<file path="src/rtl/mem_access_ctrl.sv">
// Data-memory initiator: accepts single-word CPU requests over valid/ready,
// drives the memory command/address/data, captures read data and returns a
// response. Addresses with the device-select bit (MSB) set are unmapped and
// answered with an error without touching memory.
//
// state   | meaning
// --------+----------------------------------------------------------
// IDLE    | waiting for a request, req_ready high
// WRITE   | single MWRITE cycle, memory commits at its closing edge
// READ    | MREAD held for READ_LAT+1 cycles, data captured on the last
// RESP    | response held until the consumer takes it
module mem_access_ctrl #(
  parameter int DATA_W   = 16,
  parameter int ADDR_W   = 9,
  parameter int READ_LAT = 1   // legal range 1..7
) (
  input  logic              clk,
  input  logic              reset,
  input  logic              req_valid,
  output logic              req_ready,
  input  logic              req_write,
  input  logic [ADDR_W-1:0] req_addr,
  input  logic [DATA_W-1:0] req_wdata,
  output logic              resp_valid,
  input  logic              resp_ready,
  output logic [DATA_W-1:0] resp_rdata,
  output logic              resp_err,
  output logic [1:0]        mem_cmd,
  output logic [ADDR_W-1:0] mem_addr,
  output logic [DATA_W-1:0] write_data,
  input  logic [DATA_W-1:0] data_out
);

  localparam logic [1:0] S_IDLE  = 2'd0;
  localparam logic [1:0] S_WRITE = 2'd1;
  localparam logic [1:0] S_READ  = 2'd2;
  localparam logic [1:0] S_RESP  = 2'd3;

  localparam logic [1:0] MREAD  = 2'b00;
  localparam logic [1:0] MWRITE = 2'b01;
  localparam logic [1:0] MNONE  = 2'b10;

  // Counter compare value; 3 bits covers the whole legal latency range.
  localparam logic [2:0] LAT_TC = 3'(READ_LAT);

  logic [1:0] state;
  logic [2:0] wait_cnt;
  logic       accept;

  // A request is taken only while idle and ready.
  assign accept = req_valid & req_ready;

  // Main sequencer; every output is a register so memory and consumer see
  // glitch-free, edge-aligned signals.
  always_ff @(posedge clk) begin
    if (reset) begin
      state      <= S_IDLE;
      req_ready  <= 1'b1;
      resp_valid <= 1'b0;
      resp_err   <= 1'b0;
      resp_rdata <= '0;
      mem_cmd    <= MNONE;
      mem_addr   <= '0;
      write_data <= '0;
      wait_cnt   <= '0;
    end else begin
      case (state)
        S_IDLE: begin
          if (accept) begin
            req_ready <= 1'b0;
            if (req_addr[ADDR_W-1]) begin
              // Unmapped: answer directly, memory-side outputs untouched.
              state      <= S_RESP;
              resp_valid <= 1'b1;
              resp_err   <= 1'b1;
              resp_rdata <= '0;
            end else if (req_write) begin
              state      <= S_WRITE;
              mem_cmd    <= MWRITE;
              mem_addr   <= req_addr;
              write_data <= req_wdata;
            end else begin
              state    <= S_READ;
              mem_cmd  <= MREAD;
              mem_addr <= req_addr;
              wait_cnt <= '0;
            end
          end
        end

        S_WRITE: begin
          state      <= S_RESP;
          mem_cmd    <= MNONE;
          resp_valid <= 1'b1;
          resp_err   <= 1'b0;
          resp_rdata <= '0;
        end

        S_READ: begin
          wait_cnt <= wait_cnt + 3'd1;
          if (wait_cnt == LAT_TC) begin
            state      <= S_RESP;
            mem_cmd    <= MNONE;
            resp_valid <= 1'b1;
            resp_err   <= 1'b0;
            resp_rdata <= data_out;
          end
        end

        S_RESP: begin
          if (resp_ready) begin
            state      <= S_IDLE;
            resp_valid <= 1'b0;
            req_ready  <= 1'b1;
          end
        end

        default: begin
          state     <= S_IDLE;
          mem_cmd   <= MNONE;
          req_ready <= 1'b1;
        end
      endcase
    end
  end

endmodule
</file>
<file path="config.mk">
export PLATFORM = sky130hd
export DESIGN_NAME = mem_access_ctrl
export DESIGN_NICKNAME = d
export VERILOG_FILES = /design/src/rtl/mem_access_ctrl.sv
export SDC_FILE = /design/constraint.sdc
export NUM_CORES = 1
export LEC_CHECK = 0
export ABC_AREA = 1
export CAP_MARGIN = 10
export CORE_MARGIN = 10
export CORE_UTILIZATION = 47
export CTS_BUF_LIST = sky130_fd_sc_hd__clkbuf_8
export CTS_CLUSTER_DIAMETER = 50
export CTS_CLUSTER_SIZE = 8
export DETAILED_ROUTE_END_ITERATION = 16
export GPL_ROUTABILITY_DRIVEN = 0
export PLACE_DENSITY = 0.87
export RECOVER_POWER = 25
export SYNTH_ARGS = -nofsm -noshare
export SYNTH_HDL_FRONTEND = slang
export SYNTH_SLANG_ARGS = --single-unit
</file>
<file path="constraint.sdc">
create_clock -name clk -period 3.7 [get_ports clk]
set_clock_uncertainty 0.2 [all_clocks]
set_input_delay 1.11 -clock clk [delete_from_list [all_inputs] [get_ports clk]]
set_output_delay 1.11 -clock clk [all_outputs]
set_load 0.02 [all_outputs]
</file>
==> results.py, run 1 <==
metrics = {
    "status": {
        "status": "finished, final reports clean",
    },
    "logic_synthesis": {
        "synth_top_area_frac": 0.454,
        "synth_xor_area_frac": 0,
        "synth_seq_cells": 50,
        "synth_cells": 309,
        "synth_compound_area_frac": 0.0947,
        "synthAdderAreaFrac": 0.0340,
        "yosysSeqAreaShare": 0.454,
        "yosysTopAreaCell": "dfxtp_1",
        "synth_ff_type": "dfxtp_1",
        "synth_common_cells": "85 x nor2_1, 68 x nand2_1, 50 x dfxtp_1",
        "yosysWarningCount": 0,
        "synth_area_leaders": "dfxtp_1 45%, nor2_1 14%, nand2_1 12%",
        "yosys.cell_types.count": 26,
        "synth_edf_count": 0,
        "synth_top_family_by_area": "simple AND/OR/NAND/NOR gates",
        "synth.mux.area_fraction": 0,
        "syn-mean-instance-area_sq_um": 7.14,
        "netlist_area_sq_mm": 0.00221,
        "synth_nets": 361,
        "yosysMostFrequentCell": "nor2_1",
        "synthArstFlopShare": 0,
        "synth-simple-area-share": 0.330,
    },
    "floorplanning": {
        "dieArea_sq_mm": 0.00783,
        "io_pins": 92,
        "rows": 24,
        "core_sq_mm": 0.00444,
        "initial_core_util": 0.496,
        "dieWidth_microns": 88.5,
        "die_height_microns": 88.5,
    },
    "sta": {
        "setup_violations": 0,
        "tns_ns": 0,
        "slew_violations": 0,
        "fmax_mhz": 340,
        "min_period_ns": 2.94,
        "setup_ws_ns": 0.756,
        "slew_headroom": 0.485,
        "rsz0062_at_grt": "no",
        "finalCritPeriodShare": 0.796,
        "tightest_slew_ns": 0.772,
        "finalHoldViolations": 0,
    },
    "clocking": {
        "path_clk_slew_ns": 0.09,
        "cts_setup_buffers": 0,
        "cts-root-buf": "clkbuf_8",
        "cts_resized": 0,
        "postCtsHoldBufs": 0,
        "cts_htree_levels": 2,
        "insertion_delay_ns": 0.30,
        "clockBufferDepth": 2,
        "cts.sink_count": 50,
        "cts_tree": "built",
        "cts_buffers": 5,
    },
    "cells_and_area": {
        "multi_input_comb_area_sq_um": 985,
        "synthToLayoutAreaGrowth_pct": 43.4,
        "nets": 448,
        "stdcell_area_sq_mm": 0.00316,
        "antenna_cells": 0,
        "drive_gt1_frac": 0.0453,
        "final_cells": 449,
        "regArea_sq_mm": 0.00100,
        "fillers": 369,
    },
    "drt": {
        "wl_per_cell_microns": 12.9,
        "drt_pass1_iterations": 4,
        "drt-total-wl_microns": 5790,
        "drt_iter0_markers": 109,
        "drc_errors": 0,
        "routed_via_density": 4.77,
        "antenna_left": 0,
        "via_count": 2140,
    },
    "place": {
        "placed_cells": 441,
        "portBuffers": 90,
        "placed_cell_area_sq_mm": 0.00310,
        "pre_cts_ws_ns": 0.898,
        "dp_hpwl_microns": 4500,
    },
    "global_route": {
        "grt_pass1_vias": 2064,
        "grt_overflow_total": 0,
        "antenna_found_initial": 0,
        "grt_pass1_wl_microns": 9480,
        "grt_max_degree": 23,
        "track_usage": 0.151,
    },
    "pwr": {
        "p_total_mw": 2.28,
        "peakVddDrop_v": 0.000401,
        "power.density_mw_per_mm2": 720,
        "power_leakage_nw": 1.37,
    },
    "min_path": {
        "hold_class": "flip-flop to flip-flop",
    },
    "critical_path": {
        "worst_setup_path_end_kind": "flip-flop",
        "crit_arrival_ns": 2.98,
        "worst-path-max-fanout": 17,
        "start_kind": "input port",
        "worstSetupPathType": "input port to flip-flop",
        "worstPathRequired_ns": 3.74,
    },
    "run": {
        "cap_viol_max_count": 0,
    },
}
==> registers in the layout, summed over array words and instances, names as in the netlist <==
| signal | count |
|---|---|
| resp_valid | 1 |
| state | 2 |
| mem_cmd | 2 |
| resp_rdata | 16 |
| mem_addr | 8 |
| req_ready | 1 |
| write_data | 16 |
| wait_cnt | 3 |
| resp_err | 1 |
==> final cells by class <==
cell class,instances,share of cell area
sequential,50,0.316
multi-input combinational,220,0.311
timing repair buffer,92,0.290
inverter,27,0.0336
clock buffer,5,0.0218
tap,52,0.0206
clock inverter,3,0.00672
==> through the flow <==
| stage | utilization | hold WS (ns) |
|---|---|---|
| 3_5_place_dp | 0.698 | 0.271 |
| 5_1_grt | 0.712 | 0.320 |
| 2_1_floorplan | - | 0.258 |
| 6_report | 0.712 | 0.288 |
| 4_1_cts | 0.719 | 0.290 |
| 3_3_place_gp | 0.698 | 0.253 |
==> where the power goes <==
group / leakage [nW] / switching, mW / internal, mW / total, mW
Sequential: 0.410 / 0.0767 / 0.693 / 0.770
Combinational: 0.921 / 0.692 / 0.499 / 1.19
Clock: 0.0441 / 0.183 / 0.133 / 0.316
Total: 1.37 / 0.952 / 1.32 / 2.28
==> layout by cell type, fill, tap and decap left out, drive strengths merged, types with 2 or more instances in the layout <==
master | synthesis | layout
inv | 26 | 25
nor2 | 87 | 87
clkbuf | 4 | 5
dlygate4sd3 | 0 | 3
buf | 8 | 2
a21oi | 13 | 13
nand2 | 74 | 74
clkdlybuf4s50 | 0 | 87
o21ai | 26 | 26
dfxtp | 50 | 50
clkinv | 1 | 4
ha | 6 | 6
nand3 | 8 | 8
==> critical path: stages <==
cell	delay [ns]
dlygate4sd3_1	0.59
inv_1	0.10
nand2_2	0.05
nor2_1	0.49
nand2_4	0.27
clkinv_4	0.20
nor2_1	0.05
nor2_1	0.11
==> logic make-up after synthesis <==
| family | Yosys count |
|---|---|
| compound gates | 41 |
| fa+ha+maj | 6 |
| buf+inv | 39 |
| flops | 50 |
| other cells | 1 |
| simple gates | 172 |
==> worst paths after layout <==
kind / startpoint / endpoint / slack (ns) / cells past startpoint
setup reg to reg: state[0]$_SDFFE_PP0P_ / resp_rdata[6]$_SDFFE_PP0P_ / 1.15 / 7
hold / removal: resp_rdata[14]$_SDFFE_PP0P_ / resp_rdata[14]$_SDFFE_PP0P_ / 0.29 / 2
hold reg to reg: resp_rdata[14]$_SDFFE_PP0P_ / resp_rdata[14]$_SDFFE_PP0P_ / 0.29 / 2
setup / recovery: req_addr[8] / write_data[3]$_SDFFE_PP0P_ / 0.76 / 8
==> routing by layer <==
metal / part of all wire / global-route usage / vias to the layer above
li1: - / - / 1120
met1: 0.41 / 0.164 / 961
met2: 0.51 / 0.270 / 52
met3: 0.061 / 0.0450 / 7
met4: 0.018 / 0.0602 / 0
met5: 0 / 0 / -
(Power assumes the default switching activity.)
==> run 2, diff against run 1 <==
- CORE_UTILIZATION: 47 -> 40
- PLACE_DENSITY: 0.87 -> 0.79
- clock period: 3.7 -> 2.6 ns (I/O delays scaled with it)
==> results.py, run 2 (synthesis gave the netlist of run 1 again) <==
metrics = {
    "status": {
        "status": "finished, final reports clean",
    },
    "pwr": {
        "power_leakage_nw": 1.40,
        "power.density_mw_per_mm2": 1010,
        "peakVddDrop_v": 0.000538,
    },
    "sta": {
        "tightest_slew_ns": 0.622,
        "tns_ns": 0,
        "finalHoldViolations": 0,
        "setup_violations": 0,
        "slew_violations": 0,
        "finalCritPeriodShare": 0.890,
        "min_period_ns": 2.31,
        "fmax_mhz": 432,
        "slew_headroom": 0.585,
        "setup_ws_ns": 0.286,
        "rsz0062_at_grt": "no",
    },
    "global_route": {
        "grt_overflow_total": 0,
        "grt_max_degree": 32,
        "grt_pass1_vias": 2028,
        "track_usage": 0.128,
        "antenna_found_initial": 0,
        "grt_pass1_wl_microns": 9470,
    },
    "drt": {
        "routed_via_density": 4.51,
        "via_count": 2110,
        "drt_iter0_markers": 75,
        "wl_per_cell_microns": 12.4,
        "drc_errors": 0,
        "drt-total-wl_microns": 5780,
        "drt_pass1_iterations": 4,
        "antenna_left": 0,
    },
    "clocking": {
        "cts_buffers": 5,
        "cts-root-buf": "clkbuf_8",
        "postCtsHoldBufs": 0,
        "cts_resized": 0,
        "cts_setup_buffers": 0,
        "cts_tree": "built",
        "path_clk_slew_ns": 0.08,
        "insertion_delay_ns": 0.29,
        "clockBufferDepth": 2,
        "cts.sink_count": 50,
        "cts_htree_levels": 2,
    },
    "critical_path": {
        "worst_setup_path_end_kind": "flip-flop",
        "worstPathRequired_ns": 2.59,
        "crit_arrival_ns": 2.30,
        "start_kind": "input port",
        "critical_path.slowest_cell": "clkdlybuf4s50_1",
        "worstSetupPathType": "input port to flip-flop",
        "cpMostUsedCell": "nand2_1",
        "worst-path-max-fanout": 17,
        "slowest_delay_ns": 0.49,
        "crit_family": "simple AND/OR/NAND/NOR gates",
        "crit_chain": "clkdlybuf4s50_1 -> nand2_1 -> nand2_1 -> nand3_2 -> a21oi_1 -> nor2_1",
        "critical_path_buf_inv_count": 1,
    },
    "floorplanning": {
        "dieWidth_microns": 94.3,
        "io_pins": 92,
        "dieArea_sq_mm": 0.00888,
        "core_sq_mm": 0.00524,
        "rows": 26,
        "initial_core_util": 0.421,
        "die_height_microns": 94.3,
    },
    "cells_and_area": {
        "antenna_cells": 0,
        "synthToLayoutAreaGrowth_pct": 45.3,
        "final_cell_mix": "89 x clkdlybuf4s50_1, 85 x nor2_1, 70 x nand2_1, 50 x dfxtp_1, 25 x inv_1",
        "final_cells": 468,
        "drive_gt1_frac": 0.0503,
        "layout_top_registers": "resp_rdata x16, write_data x16, mem_addr x8",
        "final_common_cell": "clkdlybuf4s50_1",
        "stdcell_area_sq_mm": 0.00320,
        "nets": 449,
    },
    "place": {
        "pre_cts_ws_ns": 0.144,
        "portBuffers": 90,
        "placed_cells": 460,
        "dp_hpwl_microns": 4490,
        "placed_cell_area_sq_mm": 0.00313,
    },
    "min_path": {
        "hold_class": "flip-flop to flip-flop",
    },
    "run": {
        "cap_viol_max_count": 0,
    },
}
run 2: path summary, 6_finish.rpt:
kind / from / endpoint / slack [ns] / cells after the start
setup / recovery: req_valid / resp_rdata[7]$_SDFFE_PP0P_ / 0.29 / 6
hold / removal: mem_cmd[1]$_SDFFE_PP1P_ / mem_cmd[1]$_SDFFE_PP1P_ / 0.27 / 2
setup reg to reg: state[1]$_SDFFE_PP0P_ / resp_rdata[7]$_SDFFE_PP0P_ / 0.75 / 8
hold reg to reg: mem_cmd[1]$_SDFFE_PP1P_ / mem_cmd[1]$_SDFFE_PP1P_ / 0.27 / 2
run 2: per-layer routing:
metal  GRT usage  vias to the layer above  part of all wire
li1            -                     1122                 -
met1       0.145                      923              0.43
met2       0.220                       61              0.48
met3      0.0472                        4             0.081
met4      0.0342                        0            0.0083
met5           0                        -                 0
run 2: area by class of cell:
type                    instances  area, sq um
fillers                       484         2030
flip-flops and latches         50         1000
multi-input cells             220          998
repair buffers                 93          920
inverters                      27          106
well taps                      70         87.6
clock buffers                   6         82.6
clock inverters                 2         8.76
run 2: through the flow:
step                hold slack, ns  power (mW)   util
global route                 0.298        3.54  0.612
global placement             0.248        2.81  0.598
detailed placement           0.253        2.86  0.598
finish                       0.266        3.25  0.612
floorplan                    0.258        2.26      -
CTS                          0.273        3.32  0.616
run 2: worst reg2reg max path: stages, from the launching register on:
cell and delay [ns]:
dfxtp_1 0.37, inv_1 0.09, ha_1 0.27, nand2_1 0.14
nand2_2 0.09, inv_2 0.06, nand3_2 0.25, a21oi_1 0.24
nor2_1 0.05
run 2: power by group:
group	leakage [nW]	internal, mW	total (mW)	switching, mW
Sequential	0.410	0.986	1.10	0.111
Clock	0.0524	0.211	0.448	0.237
Combinational	0.936	0.715	1.71	0.992
